## src/rtl/kempston_mouse_port.sv

```systemverilog
// Kempston mouse port: turns PS/2 decoder counters into scaled X/Y accumulators,
// a 4-bit wheel count and an active-low button byte, served on one-cycle read strobes.
module kempston_mouse_port (
    input  logic       clk,
    input  logic       reset,
    input  logic [7:0] xcount_i,
    input  logic [7:0] ycount_i,
    input  logic [7:0] zcount_i,
    input  logic       mleft_i,
    input  logic       mright_i,
    input  logic       mthird_i,
    input  logic       enable_i,
    input  logic [1:0] dpi_i,
    input  logic       swap_i,
    input  logic       port_rd_i,
    input  logic [1:0] port_sel_i,
    output logic [7:0] port_dout_o,
    output logic       port_valid_o
);

    logic [7:0] r_xprev;
    logic [7:0] r_yprev;
    logic [7:0] r_zprev;
    logic [9:0] r_xacc;
    logic [9:0] r_yacc;
    logic [3:0] r_wacc;
    logic       r_left;
    logic       r_right;
    logic       r_mid;

    logic [7:0] w_dx;
    logic [7:0] w_dy;
    logic [7:0] w_dz;
    logic [9:0] w_xinc;
    logic [9:0] w_yinc;
    logic       w_btnL;
    logic       w_btnR;
    logic [7:0] w_btnByte;
    logic [7:0] w_rdData;

    // Sign-extend the 8-bit delta into the 10-bit accumulator domain (2 fraction
    // bits), then shift by 1..4 so that dpi 00 yields half a count per step.
    function automatic logic [9:0] scaleDelta(input logic [7:0] d, input logic [1:0] dpi);
        logic [9:0] ext;
        logic [9:0] res;
        ext = {{2{d[7]}}, d};
        case (dpi)
            2'b00:   res = ext << 1;
            2'b01:   res = ext << 2;
            2'b10:   res = ext << 3;
            default: res = ext << 4;
        endcase
        return res;
    endfunction

    // Previous samples track the inputs even in reset, so the first cycle out of
    // reset sees a zero delta.
    always_ff @(posedge clk) begin
        r_xprev <= xcount_i;
        r_yprev <= ycount_i;
        r_zprev <= zcount_i;
    end

    assign w_dx   = xcount_i - r_xprev;
    assign w_dy   = ycount_i - r_yprev;
    assign w_dz   = zcount_i - r_zprev;
    assign w_xinc = scaleDelta(w_dx, dpi_i);
    assign w_yinc = scaleDelta(w_dy, dpi_i);

    always_ff @(posedge clk) begin
        if (reset) begin
            r_xacc <= 10'd0;
            r_yacc <= 10'd0;
            r_wacc <= 4'd0;
        end else if (enable_i) begin
            r_xacc <= r_xacc + w_xinc;
            r_yacc <= r_yacc + w_yinc;
            r_wacc <= r_wacc + w_dz[3:0];
        end
    end

    always_ff @(posedge clk) begin
        if (reset) begin
            r_left  <= 1'b0;
            r_right <= 1'b0;
            r_mid   <= 1'b0;
        end else begin
            r_left  <= mleft_i;
            r_right <= mright_i;
            r_mid   <= mthird_i;
        end
    end

    assign w_btnL    = swap_i ? r_right : r_left;
    assign w_btnR    = swap_i ? r_left  : r_right;
    assign w_btnByte = {r_wacc, 1'b1, ~r_mid, ~w_btnL, ~w_btnR};

    always_comb begin
        w_rdData = 8'hFF;
        case (port_sel_i)
            2'b00:   w_rdData = w_btnByte;
            2'b01:   w_rdData = r_xacc[9:2];
            2'b10:   w_rdData = r_yacc[9:2];
            default: w_rdData = 8'hFF;
        endcase
    end

    // Read data is captured from pre-update register values; reset masks strobes.
    always_ff @(posedge clk) begin
        if (reset) begin
            port_dout_o  <= 8'h00;
            port_valid_o <= 1'b0;
        end else begin
            port_valid_o <= port_rd_i;
            if (port_rd_i) begin
                port_dout_o <= w_rdData;
            end
        end
    end

endmodule
```

## config.mk

```make
export PLATFORM = sky130hd
export DESIGN_NAME = kempston_mouse_port
export DESIGN_NICKNAME = d
export VERILOG_FILES = /design/src/rtl/kempston_mouse_port.sv
export SDC_FILE = /design/constraint.sdc
export NUM_CORES = 1
export LEC_CHECK = 0
export BUFFER_PORTS_ARGS = -buffer_cell sky130_fd_sc_hd__buf_2
export CAP_MARGIN = 40
export CORE_ASPECT_RATIO = 1.25
export CORE_MARGIN = 2
export CORE_UTILIZATION = 40
export DETAILED_ROUTE_END_ITERATION = 12
export MAX_ROUTING_LAYER = met4
export SYNTH_ARGS = -nofsm -noshare
export SYNTH_HDL_FRONTEND = slang
export SYNTH_SLANG_ARGS = --single-unit
```

## constraint.sdc

```tcl
create_clock -name clk -period 4.25 [get_ports clk]
set_input_delay 0.6375 -clock clk [delete_from_list [all_inputs] [get_ports clk]]
set_output_delay 0.6375 -clock clk [all_outputs]
set_load 0.02 [all_outputs]
```

======== After elaboration in Yosys (flattened, before gate mapping) ========
Index checks and enable logic that the tools add are counted.
word-level totals
  register bits ........................... 56
  input bits .............................. 36
  output and inout port bits .............. 9
operators by class
  $add $sub $neg .......................... 6
  eq/ne operators ......................... 4
  multiplexer cells ....................... 5
  bitwise operators ....................... 3
  reduce and logical (&&, ||, !) cells .... 2
operators with widths
  operator              number
  $pmux W10 S3          2
  $pmux W8 S3           1
  $add A10 B10 Y10      2
  $sub A8 B8 Y8         2
  $add A4 B4 Y4         1
  $eq A2 B1 Y1 const B  2
  $eq A2 B2 Y1 const B  2
  $logic_not A2 Y1      2
  $sub A4 B4 Y4         1
  $not A1 Y1            3
  $mux W1               2

======== Depth between registers and ports, before layout ========
Gate-level depths: netlist of the first run.
  depth in word-level cells ............... 3
  gate-level depth with buffers ........... 18

======== Worst setup path after synthesis of the first run ========
OpenSTA, ideal clock, no wires.
  path kind ............................... input to register
  start ................................... input port xcount_i[1]
  end ..................................... register r_xacc[9]
  setup time .............................. 0.059 ns
  data arrival time ....................... 3.742 ns
  required time ........................... 4.191 ns
  path slack .............................. 0.449 ns
  stages .................................. 15
  buffers on the path ..................... 0
  cell sequence ........................... ha_1 > nor2b_1 > o21a_1 > a311o_1 > a31oi_1 > xnor2_1 > nor2_1 > a211oi_1 > a21oi_1 > ha_1 > or3_1 > o22ai_2 > or4b_4 > a311oi_2 > a41o_1
on the way
  word-level cells in the longest chain between the ends .. 3
RTL lines
  item                  RTL line  text
  from (decl)           6         input logic [7:0] xcount_i,
  $sub A8 B8 Y8         64        assign w_dx = xcount_i - r_xprev;
  $pmux W10 S3          47        case (dpi)
  $add A10 B10 Y10      76        r_xacc <= r_xacc + w_xinc;
  to (signal assigned)  76
  to (decl)             24        logic [9:0] r_xacc;
No other way between the ends.
A chain may end at the register's enable or synchronous reset.

======== Worst setup path in the final report of the first run ========
Same ends and word-level chain as after synthesis.

==> results by group, run 1 <==
Route
  – Metal3 WL: 148 µm
  – Remaining antenna violation count: 0
  – Final wirelength: 7090 µm
  – Top sig layer: met4
  – Metal2 WL: 3760 µm
  – Met1 wire length: 3080 µm
  – Residual DRC: 0
  – DR iter-0 viols: 94
  – Via count: 2853
  – Post-DR wirelength/cell: 12.6 µm
  – 1st-pass router iterations: 4
  – Vias per inst: 5.05

Critical path
  – Crit path kind: input pin to register
  – Largest fanout on the critical path: 4
  – Crit. End Element: register
  – Crit start category: input pin
  – CP Data Required Time: 4.52 ns
  – Critical Path AT: 4.15 ns

Timing
  – Final setup vio count: 0
  – Final Hold Viols: 0
  – RSZ-0062 raised after global routing: false
  – Worst-margin pin slew: 0.666 ns
  – Min cycle time layout: 3.87 ns
  – Clock Skews: 0.00715 ns
  – Fmax: 0.258 GHz
  – Rel. slew slack: 55.6%
  – Final setup TNS: 0 ns
  – Slew Limit Fails: 0
  – Final period utilization: 91.2%

Clock tree
  – Htree depth: 2
  – Inserted Clock Buffers: 5
  – Setup bufs post-CTS: 0
  – CTS root buf: clkbuf_8
  – CTS tree: done
  – Clock Latency Late Sink: 0.32 ns
  – Clock sinks: 54
  – Worst-case clock buffer depth: 2
  – CTS Hold Bufs: 0
  – CTS clk-pin slew, worst paths: 0.11 ns
  – PostCTS Resize Cnt: 0

Synth
  – Register area share after synthesis: 30.2%
  – Post-Syn Area: 3580 µm²
  – Synth warn: 0
  – Largest family of logic cells by synthesized area: compound AO/OA/AOI/OAI gates
  – Avg Cell Area, Syn: 8.63 µm²
  – FFs w/ async S/R, synth: 0%
  – #FFs+latches synth: 54
  – Mux share of post-synthesis cell area: 8.45%
  – Area leader, netlist: dfxtp_1
  – Compound-Gate Fraction of Synth Area: 19.8%
  – Total nets after synthesis: 492
  – Number of flops mapped to enable cells by yosys: 0
  – Top cell type's share of synthesized area: 30.2%
  – Post-synthesis cell count: 415
  – Synth cell types: 51
  – Top_reg_cell synth: dfxtp_1
  – Adder-Cell Fraction of Synth Area: 15.8%
  – Most common cell in the netlist: dfxtp_1
  – Synthesized-area fraction occupied by and/or/nand/nor cells: 12.9%
  – Xor and xnor fraction of the mapped netlist area: 6.60%
  – Synth cell count leaders: dfxtp_1 (54), nor2_1 (43), a21oi_1 (40), inv_1 (40), ha_1 (34)
  – Synth top area cells: dfxtp_1 (30%), ha_1 (12%), mux2i_1 (7.8%), a21oi_1 (5.6%), nor2_1 (4.5%)

Layout
  – Diodes inserted: 0
  – # fillers: 868
  – Util after Layout: 45.5%
  – Final #Nets: 521
  – Fraction of layout cells with a size suffix above 1: 12.4%
  – P&R area growth vs syn: 10.5%
  – Non-Filler Instances: 565

Power
  – Sw Share: 36.8%
  – Comb power frac: 40.7%
  – P_int: 1010 µW
  – Part of the power in registers: 38.9%
  – Worst vdd ir: 242 µV
  – Net switching power: 588 µW
  – Leakage power total: 0.00186 µW
  – Pwr Density: 404 nW/µm²
  – Clock network power share: 20.4%

Floorplan
  – Top-level port count: 45
  – Core Area: 8700 µm²
  – FP Rows: 38
  – Initial Util: 41.2%
  – Die area: 9740 µm²
  – Die width: 88.7 µm
  – Die height: 110 µm

Global route
  – Global-route wire length before repair: 11700 µm
  – GRT Residual Overflow: 0
  – Vias in the first global route: 2630
  – Overall global routing resource usage: 15.8%
  – Largest net degree at the start of global routing: 36
  – Initial antenna violation count: 0

Place
  – Final GP Congestion: 0.761
  – Port buffer count: 40
  – Hpwl dp: 5410 µm
  – Cells after DPL: 557

Worst hold path
  – Hold WC Path Type: input pin to register

Run
  – Max-cap violations: 0

Run status
  – Status: finished clean
==> flip-flops by register name, summed over array words and instances (netlist names) <==
| name | flops |
|---|---|
| r_xprev | 8 |
| r_yacc | 9 |
| r_right | 1 |
| r_xacc | 9 |
| r_wacc | 4 |
| r_zprev | 4 |
| r_left | 1 |
| r_mid | 1 |
| port_dout_o | 8 |
| port_valid_o | 1 |
| r_yprev | 8 |
==> power groups by stage <==
stage	clock network, µW	logic [µW]	registers, µW
5_1_grt	359	739	630
3_5_place_dp	0	653	635
6_report	326	652	622
3_3_place_gp	0	636	633
4_1_cts	337	657	624
2_1_floorplan	0	527	628
==> path summary, 6_finish.rpt <==
path,from,end,slack [ns],depth (start not counted)
setup reg to reg,r_xprev[1]$_DFF_P_,r_xacc[9]$_SDFFE_PP0P_,0.45,16
hold reg to reg,port_dout_o[1]$_SDFFE_PP0P_,port_dout_o[1]$_SDFFE_PP0P_,0.47,2
setup / recovery,xcount_i[1],r_xacc[9]$_SDFFE_PP0P_,0.38,16
hold / removal,xcount_i[6],r_xprev[6]$_DFF_P_,0.43,1
==> routing by layer <==
layer	vias up	GRT usage, %
li1	1495	-
met1	1328	17.4
met2	23	28.5
met3	7	2.93
met4	0	4.87
met5	-	-
==> cell families (layout without fill, tap and decap cells) <==
| logic type | Yosys count | count (layout) |
|---|---|---|
| AOI/OAI and AO/OA | 108 | 108 |
| xor gates and xnor gates | 27 | 27 |
| adders and majority gates | 41 | 41 |
| buffers and inverters | 59 | 89 |
| DFF | 54 | 54 |
| muxes | 30 | 30 |
| and+or+nand+nor | 96 | 96 |
==> cells in the final DEF, fill, tap and decap left out, types with 2 or more instances in the layout <==
master | netlist | layout
a211o_1 | 2 | 2
a211oi_1 | 6 | 6
a21o_1 | 8 | 8
a21oi_1 | 40 | 40
a22oi_1 | 3 | 3
a311o_1 | 2 | 2
buf_2 | 1 | 40
clkbuf_8 | 0 | 6
clkinv_4 | 0 | 2
dfxtp_1 | 54 | 54
fa_1 | 7 | 7
ha_1 | 34 | 34
inv_1 | 40 | 40
mux2_2 | 2 | 2
mux2i_1 | 28 | 28
nand2_1 | 15 | 15
nand2b_1 | 10 | 10
nor2_1 | 43 | 43
nor2b_1 | 12 | 12
nor3_1 | 6 | 6
o211ai_1 | 3 | 3
o21a_1 | 5 | 5
o21ai_0 | 10 | 10
o21ai_1 | 5 | 5
o21bai_1 | 3 | 3
o221ai_1 | 7 | 7
o22ai_1 | 3 | 3
o41ai_1 | 2 | 2
or2_1 | 2 | 2
xnor2_1 | 15 | 15
xor2_1 | 12 | 12
==> worst max-delay path, cell delays in order <==
cell and delay (ns):
buf_2 0.12, ha_1 0.27, nor2b_1 0.12, o21a_1 0.18, a311o_1 0.38, a31oi_1 0.21, xnor2_1 0.19, nor2_1 0.07
a211oi_1 0.22, a21oi_1 0.09, ha_1 0.24, or3_1 0.33, o22ai_2 0.19, or4b_4 0.50, a311oi_2 0.26, a41o_1 0.12
==> metrics by stage <==
stage / power [µW] / instance area [µm²] / hold WS [ns] / setup WS, ns
6_report: 1600 / 3960 / 0.426 / 0.376
5_1_grt: 1730 / 3960 / 0.406 / 0.131
3_3_place_gp: 1270 / 3860 / 0.457 / 0.126
4_1_cts: 1620 / 3960 / 0.412 / 0.389
3_5_place_dp: 1290 / 3860 / 0.458 / 0.0491
2_1_floorplan: 1150 / 3580 / 0.456 / 0.449
==> final cells by class <==
class	instances	area [µm²]	share of cell area (%)
Inverter	41	154	3.89
Clock buffer	6	82.6	2.09
Sequential cell	54	1080	27.3
Multi-Input combinational cell	302	2270	57.4
Timing Repair Buffer	40	200	5.06
Clock inverter	2	17.5	0.442
Tap cell	120	150	3.79
(Power assumes the default switching activity.)
==> run 2: changes to the inputs <==
--- a/config.mk
+++ b/config.mk
@@ -5,6 +5,7 @@
 export SDC_FILE = /design/constraint.sdc
 export NUM_CORES = 1
 export LEC_CHECK = 0
+export ABC_AREA = 1
 export BUFFER_PORTS_ARGS = -buffer_cell sky130_fd_sc_hd__buf_2
 export CAP_MARGIN = 40
 export CORE_ASPECT_RATIO = 1.25
==> results by group, run 2 <==
Route
  – 1st-pass router iterations: 4
  – Post-DR wirelength/cell: 11.4 µm
  – Remaining antenna violation count: 0
  – Residual DRC: 0
  – Final wirelength: 7930 µm
  – DR iter-0 viols: 114
  – Via count: 3340
  – Vias per inst: 4.82

Critical path
  – Crit path max-delay family: simple AND/OR/NAND/NOR gates
  – CP Data Required Time: 4.44 ns
  – Crit start category: input pin
  – Critical Path AT: 3.38 ns
  – CP cell instances: buf_2 > inv_1 > ha_1 > inv_1 > fa_1 > nand2_1 > inv_1 > nor2_1 > nand2_1 > a32oi_1 > ha_1 > a21oi_1 > o21ai_0 > a21oi_1 > nand4_1 > nand3_2 > nand2_1 > nand2_1 > nor2_1
  – Slowest cell on crit path: fa_1
  – Crit path kind: input pin to register
  – CP max stage delay: 0.38 ns
  – Largest fanout on the critical path: 5
  – Crit. End Element: register
  – Critical path buffers and inverters: 4
  – Cell repeated most along the worst path: nand2_1

Synth
  – Most common cell in the netlist: inv_1
  – Top cell type's share of synthesized area: 28.9%
  – Total nets after synthesis: 608
  – Post-Syn Area: 3740 µm²
  – Synth cell types: 36
  – FFs w/ async S/R, synth: 0%
  – Synth cell count leaders: inv_1 (113), nand2_1 (86), dfxtp_1 (54)
  – Number of flops mapped to enable cells by yosys: 0
  – Synth top area cells: dfxtp_1 (29%), ha_1 (11%), inv_1 (11%), nand2_1 (8.6%), o21ai_0 (5.9%)
  – Area leader, netlist: dfxtp_1
  – Post-synthesis cell count: 531
  – Register area share after synthesis: 28.9%
  – Synth warn: 0
  – #FFs+latches synth: 54
  – Top_reg_cell synth: dfxtp_1
  – Avg Cell Area, Syn: 7.05 µm²

Layout
  – Biggest regs: r_xacc: 9 flops, r_yacc: 9 flops
  – Diodes inserted: 0
  – Util after Layout: 46.3%
  – FF/Latch Area: 1080 µm²
  – Multi-input gate area: 2190 µm²
  – P&R area growth vs syn: 12.9%
  – Fraction of layout cells with a size suffix above 1: 10.9%
  – Final #Nets: 646
  – Leading cell type in the layout, fill and taps excluded: inv_1
  – # fillers: 967
  – Non-Filler Instances: 693
  – Most frequent cells in the layout: inv_1 (113), nand2_1 (86), dfxtp_1 (54)

Clock tree
  – Setup bufs post-CTS: 0
  – Worst-case clock buffer depth: 2
  – CTS Hold Bufs: 0
  – Inserted Clock Buffers: 5
  – Clock sinks: 54
  – PostCTS Resize Cnt: 0
  – CTS root buf: clkbuf_16
  – Htree depth: 2
  – CTS tree: done
  – CTS clk-pin slew, worst paths: 0.07 ns
  – Clock Latency Late Sink: 0.30 ns

Timing
  – Final setup TNS: 0 ns
  – Clock Skews: 0.00893 ns
  – RSZ-0062 raised after global routing: false
  – Final Hold Viols: 0
  – Final setup vio count: 0
  – Worst-margin pin slew: 0.669 ns
  – Rel. slew slack: 55.1%
  – Slew Limit Fails: 0
  – Fmax: 0.313 GHz
  – Final period utilization: 75.2%
  – Min cycle time layout: 3.20 ns

Place
  – Port buffer count: 40
  – Hpwl dp: 6390 µm
  – Cells after DPL: 685
  – Final GP Congestion: 0.885

Global route
  – Vias in the first global route: 3165
  – GRT Residual Overflow: 0
  – Global-route wire length before repair: 13700 µm
  – Largest net degree at the start of global routing: 28
  – Overall global routing resource usage: 16.8%
  – Initial antenna violation count: 0

Floorplan
  – Die area: 10200 µm²
  – Die width: 90.5 µm
  – Top-level port count: 45
  – Core Area: 9130 µm²
  – Die height: 112 µm
  – Initial Util: 41.0%
  – FP Rows: 39

Run
  – Max-cap violations: 0

Power
  – Pwr Density: 379 nW/µm²
  – Worst vdd ir: 170 µV
  – Power, Total: 1600 µW
  – Leakage power total: 0.00219 µW

Worst hold path
  – Hold WC Path Type: input pin to register

Run status
  – Status: finished clean
[run 2: cell count changes in the layout (fill, tap and decap cells not counted), moves of 10 or more]
| cell | change |
|---|---|
| inv_1 | +73 |
| mux2i_1 | -28 |
| nand2_1 | +71 |
| nand2b_1 | -10 |
| nand3_1 | +22 |
| nor2b_1 | -12 |
| o21ai_0 | +34 |
[run 2: where the power goes]
group,switching (µW),total [µW],internal (µW)
logic,330,553,224
clock network,188,467,279
registers,29.0,584,555
[run 2: kinds of logic (layout without fill, tap and decap cells)]
| logic type | count (synthesis) | in the layout | synth area share (%) |
|---|---|---|---|
| simple gates | 169 | 169 | 19.6 |
| buf+inv | 125 | 164 | 12.7 |
| compound gates | 119 | 119 | 18.1 |
| flops | 54 | 54 | 28.9 |
| fa+ha+maj | 41 | 41 | 15.1 |
| xor+xnor | 23 | 23 | 5.58 |
[run 2: worst paths after layout]
check,slack (ns),to,from,cells past startpoint
setup reg to reg,1.23,r_yacc[9]$_SDFFE_PP0P_,r_yprev[0]$_DFF_P_,17
hold reg to reg,0.49,r_wacc[0]$_SDFFE_PP0P_,r_wacc[0]$_SDFFE_PP0P_,2
setup / recovery,1.05,r_yacc[9]$_SDFFE_PP0P_,ycount_i[0],19
hold / removal,0.46,r_yprev[5]$_DFF_P_,ycount_i[5],1
[run 2: cell type report]
cell class,instances,share of cell area (%)
clock inverter,2,0.888
multi-input combinational,352,51.7
clock buffer,6,3.05
inverter,115,10.2
tap,123,3.64
timing repair buffer,41,4.91
sequential,54,25.6
[run 2: through the flow]
stage               hold slack [ns]  setup slack [ns]  cell area, µm²
floorplan                     0.451              1.18            3740
global placement              0.482             0.756            4060
CTS                           0.449              1.06            4230
global route                  0.452             0.696            4230
detailed placement            0.487             0.769            4060
finish                        0.457              1.05            4230
[run 2: per-layer routing]
metal | routed length (µm) | global-route usage, %
met5 | 0 | -
met4 | 157 | 5.44
met3 | 262 | 2.55
met2 | 3890 | 28.7
met1 | 3620 | 20.3
==> run 3: changes to the inputs <==
==> constraint.sdc (replaced) <==
create_clock -name clk -period 2.7 [get_ports clk]
set_input_delay 0.405 -clock clk [delete_from_list [all_inputs] [get_ports clk]]
set_output_delay 0.405 -clock clk [all_outputs]
set_load 0.02 [all_outputs]
==> results by group, run 3 (synthesis results as in run 2) <==
Global route
  – Global-route wire length before repair: 15200 µm
  – Vias in the first global route: 3467
  – Largest net degree at the start of global routing: 28
  – Initial antenna violation count: 0
  – Overall global routing resource usage: 18.6%
  – GRT Residual Overflow: 0

Place
  – Final GP Congestion: 0.931
  – Port buffer count: 40
  – Cells after DPL: 756
  – Hpwl dp: 6970 µm

Clock tree
  – CTS clk-pin slew, worst paths: 0.07 ns
  – Htree depth: 2
  – CTS Hold Bufs: 0
  – CTS root buf: clkbuf_16
  – CTS tree: done
  – Inserted Clock Buffers: 5
  – Clock Latency Late Sink: 0.30 ns
  – Clock sinks: 54
  – Worst-case clock buffer depth: 2

Timing
  – Final setup vio count: 2
  – Rel. slew slack: 68.9%
  – Worst-margin pin slew: 0.466 ns
  – Final WS setup: -0.0330 ns
  – Min cycle time layout: 2.73 ns
  – Final Hold Viols: 0
  – Fmax: 0.366 GHz
  – Final period utilization: 101%
  – Final setup TNS: -0.0564 ns
  – Clock Skews: 0.00622 ns
  – Min Hold Slack: 0.220 ns
  – Slew Limit Fails: 0
  – RSZ-0062 raised after global routing: true

Layout
  – Non-Filler Instances: 772
  – Biggest regs: r_xacc: 9 flops, r_yacc: 9 flops
  – Util after Layout: 56.4%
  – Final #Nets: 725
  – Fraction of layout cells with a size suffix above 1: 31.0%
  – Diodes inserted: 0
  – Most frequent cells in the layout: inv_1 (103), buf_4 (80), nand2_1 (74)
  – P&R area growth vs syn: 37.4%
  – Leading cell type in the layout, fill and taps excluded: inv_1

Route
  – 1st-pass router iterations: 5
  – Vias per inst: 4.75
  – Final wirelength: 8980 µm
  – Residual DRC: 0
  – Remaining antenna violation count: 0
  – DR iter-0 viols: 126
  – Via count: 3666
  – Post-DR wirelength/cell: 11.6 µm

Critical path
  – Reg-to-Reg End: r_yacc[9]$_SDFFE_PP0P_
  – CP Data Required Time: 2.94 ns
  – Worst flop-to-flop path startpoint: r_yprev[0]$_DFF_P_
  – R2R cell count: 19
  – FF-to-FF setup slack: -0.03 ns
  – Crit start category: register
  – Largest fanout on the critical path: 3
  – Crit path kind: register to register
  – Crit. End Element: register
  – Critical Path AT: 2.97 ns

Floorplan
  – Initial Util: 41.0%
  – Die height: 112 µm
  – Die width: 90.5 µm
  – Top-level port count: 45
  – FP Rows: 39
  – Die area: 10200 µm²
  – Core Area: 9130 µm²

Run status
  – Failing checks: negative setup slack
  – Status: finished, violations left

Worst hold path
  – Hold path depth: 1
  – Hold Startpoint: ycount_i[6]
  – WHS Endpoint: r_yprev[6]$_DFF_P_
  – Hold WC Path Type: input pin to register

Power
  – Leakage power total: 0.00261 µW
  – Pwr Density: 572 nW/µm²
  – Worst vdd ir: 320 µV
  – Power, Total: 2940 µW

Run
  – Max-cap violations: 0
==> run 3: worst max path at each step <==
stage	from	endpoint	slack [ns]	cells after the start
global placement	ycount_i[0]	r_yacc[9]$_SDFFE_PP0P_	-0.37	22
detailed placement	ycount_i[0]	r_yacc[9]$_SDFFE_PP0P_	-0.42	22
finish	r_yprev[0]$_DFF_P_	r_yacc[9]$_SDFFE_PP0P_	-0.03	19
floorplan	ycount_i[0]	r_yacc[9]$_SDFFE_PP0P_	-0.10	20
global route	r_xprev[3]$_DFF_P_	r_xacc[9]$_SDFFE_PP0P_	-0.26	21
CTS	r_yprev[0]$_DFF_P_	r_yacc[9]$_SDFFE_PP0P_	-0.02	20
==> run 3: stage by stage <==
stage               setup slack, ns  cell area, µm²
global placement             -0.367            4640
global route                 -0.258            5140
detailed placement           -0.420            4640
CTS                         -0.0225            4930
floorplan                    -0.100            3790
finish                      -0.0330            5140
==> run 3: area by class of cell <==
type | instances | area [µm²]
clock buffer | 6 | 129
timing repair buffer | 120 | 801
fill | 892 | 3980
tap | 123 | 154
inverter | 115 | 447
clock inverter | 2 | 37.5
sequential | 54 | 1090
multi-input combinational | 352 | 2490
==> run 3: critical path, stage by stage (launching register included) <==
cell	delay, ns
dfxtp_2	0.34
ha_4	0.13
inv_4	0.03
fa_2	0.33
nand2_2	0.08
nand2_2	0.05
and2_4	0.14
xnor2_2	0.16
buf_4	0.15
o2111ai_1	0.12
ha_1	0.37
a21oi_2	0.14
o21ai_1	0.07
a21oi_1	0.16
inv_1	0.06
nand2_1	0.07
nand3_2	0.08
nand2_1	0.07
nand2_1	0.05
nor2_1	0.09
==> run 3: layer usage <==
layer | vias to the layer above | part of all wire [%] | global-route usage (%)
met5 | - | 0 | -
met4 | 0 | 2.5 | 6.56
met3 | 18 | 3.5 | 3.36
met2 | 72 | 51 | 32.9
met1 | 1624 | 43 | 21.1
li1 | 1952 | - | -
==> run 3: timing repair <==
action | in CTS | in global routing
setup buffers | 3 | 5
endpoints found under the setup margin | 9 | 12
gates resized for setup | 18 | 48
pin swaps | 13 | 34
==> run 3: where the power goes <==
group	leakage [µW]	total (µW)	internal (µW)	switching, µW
Combinational	0.00208	1270	637	636
Sequential	0.000451	927	875	52.2
Clock	0.0000771	741	439	302
Total	0.00261	2940	1950	991
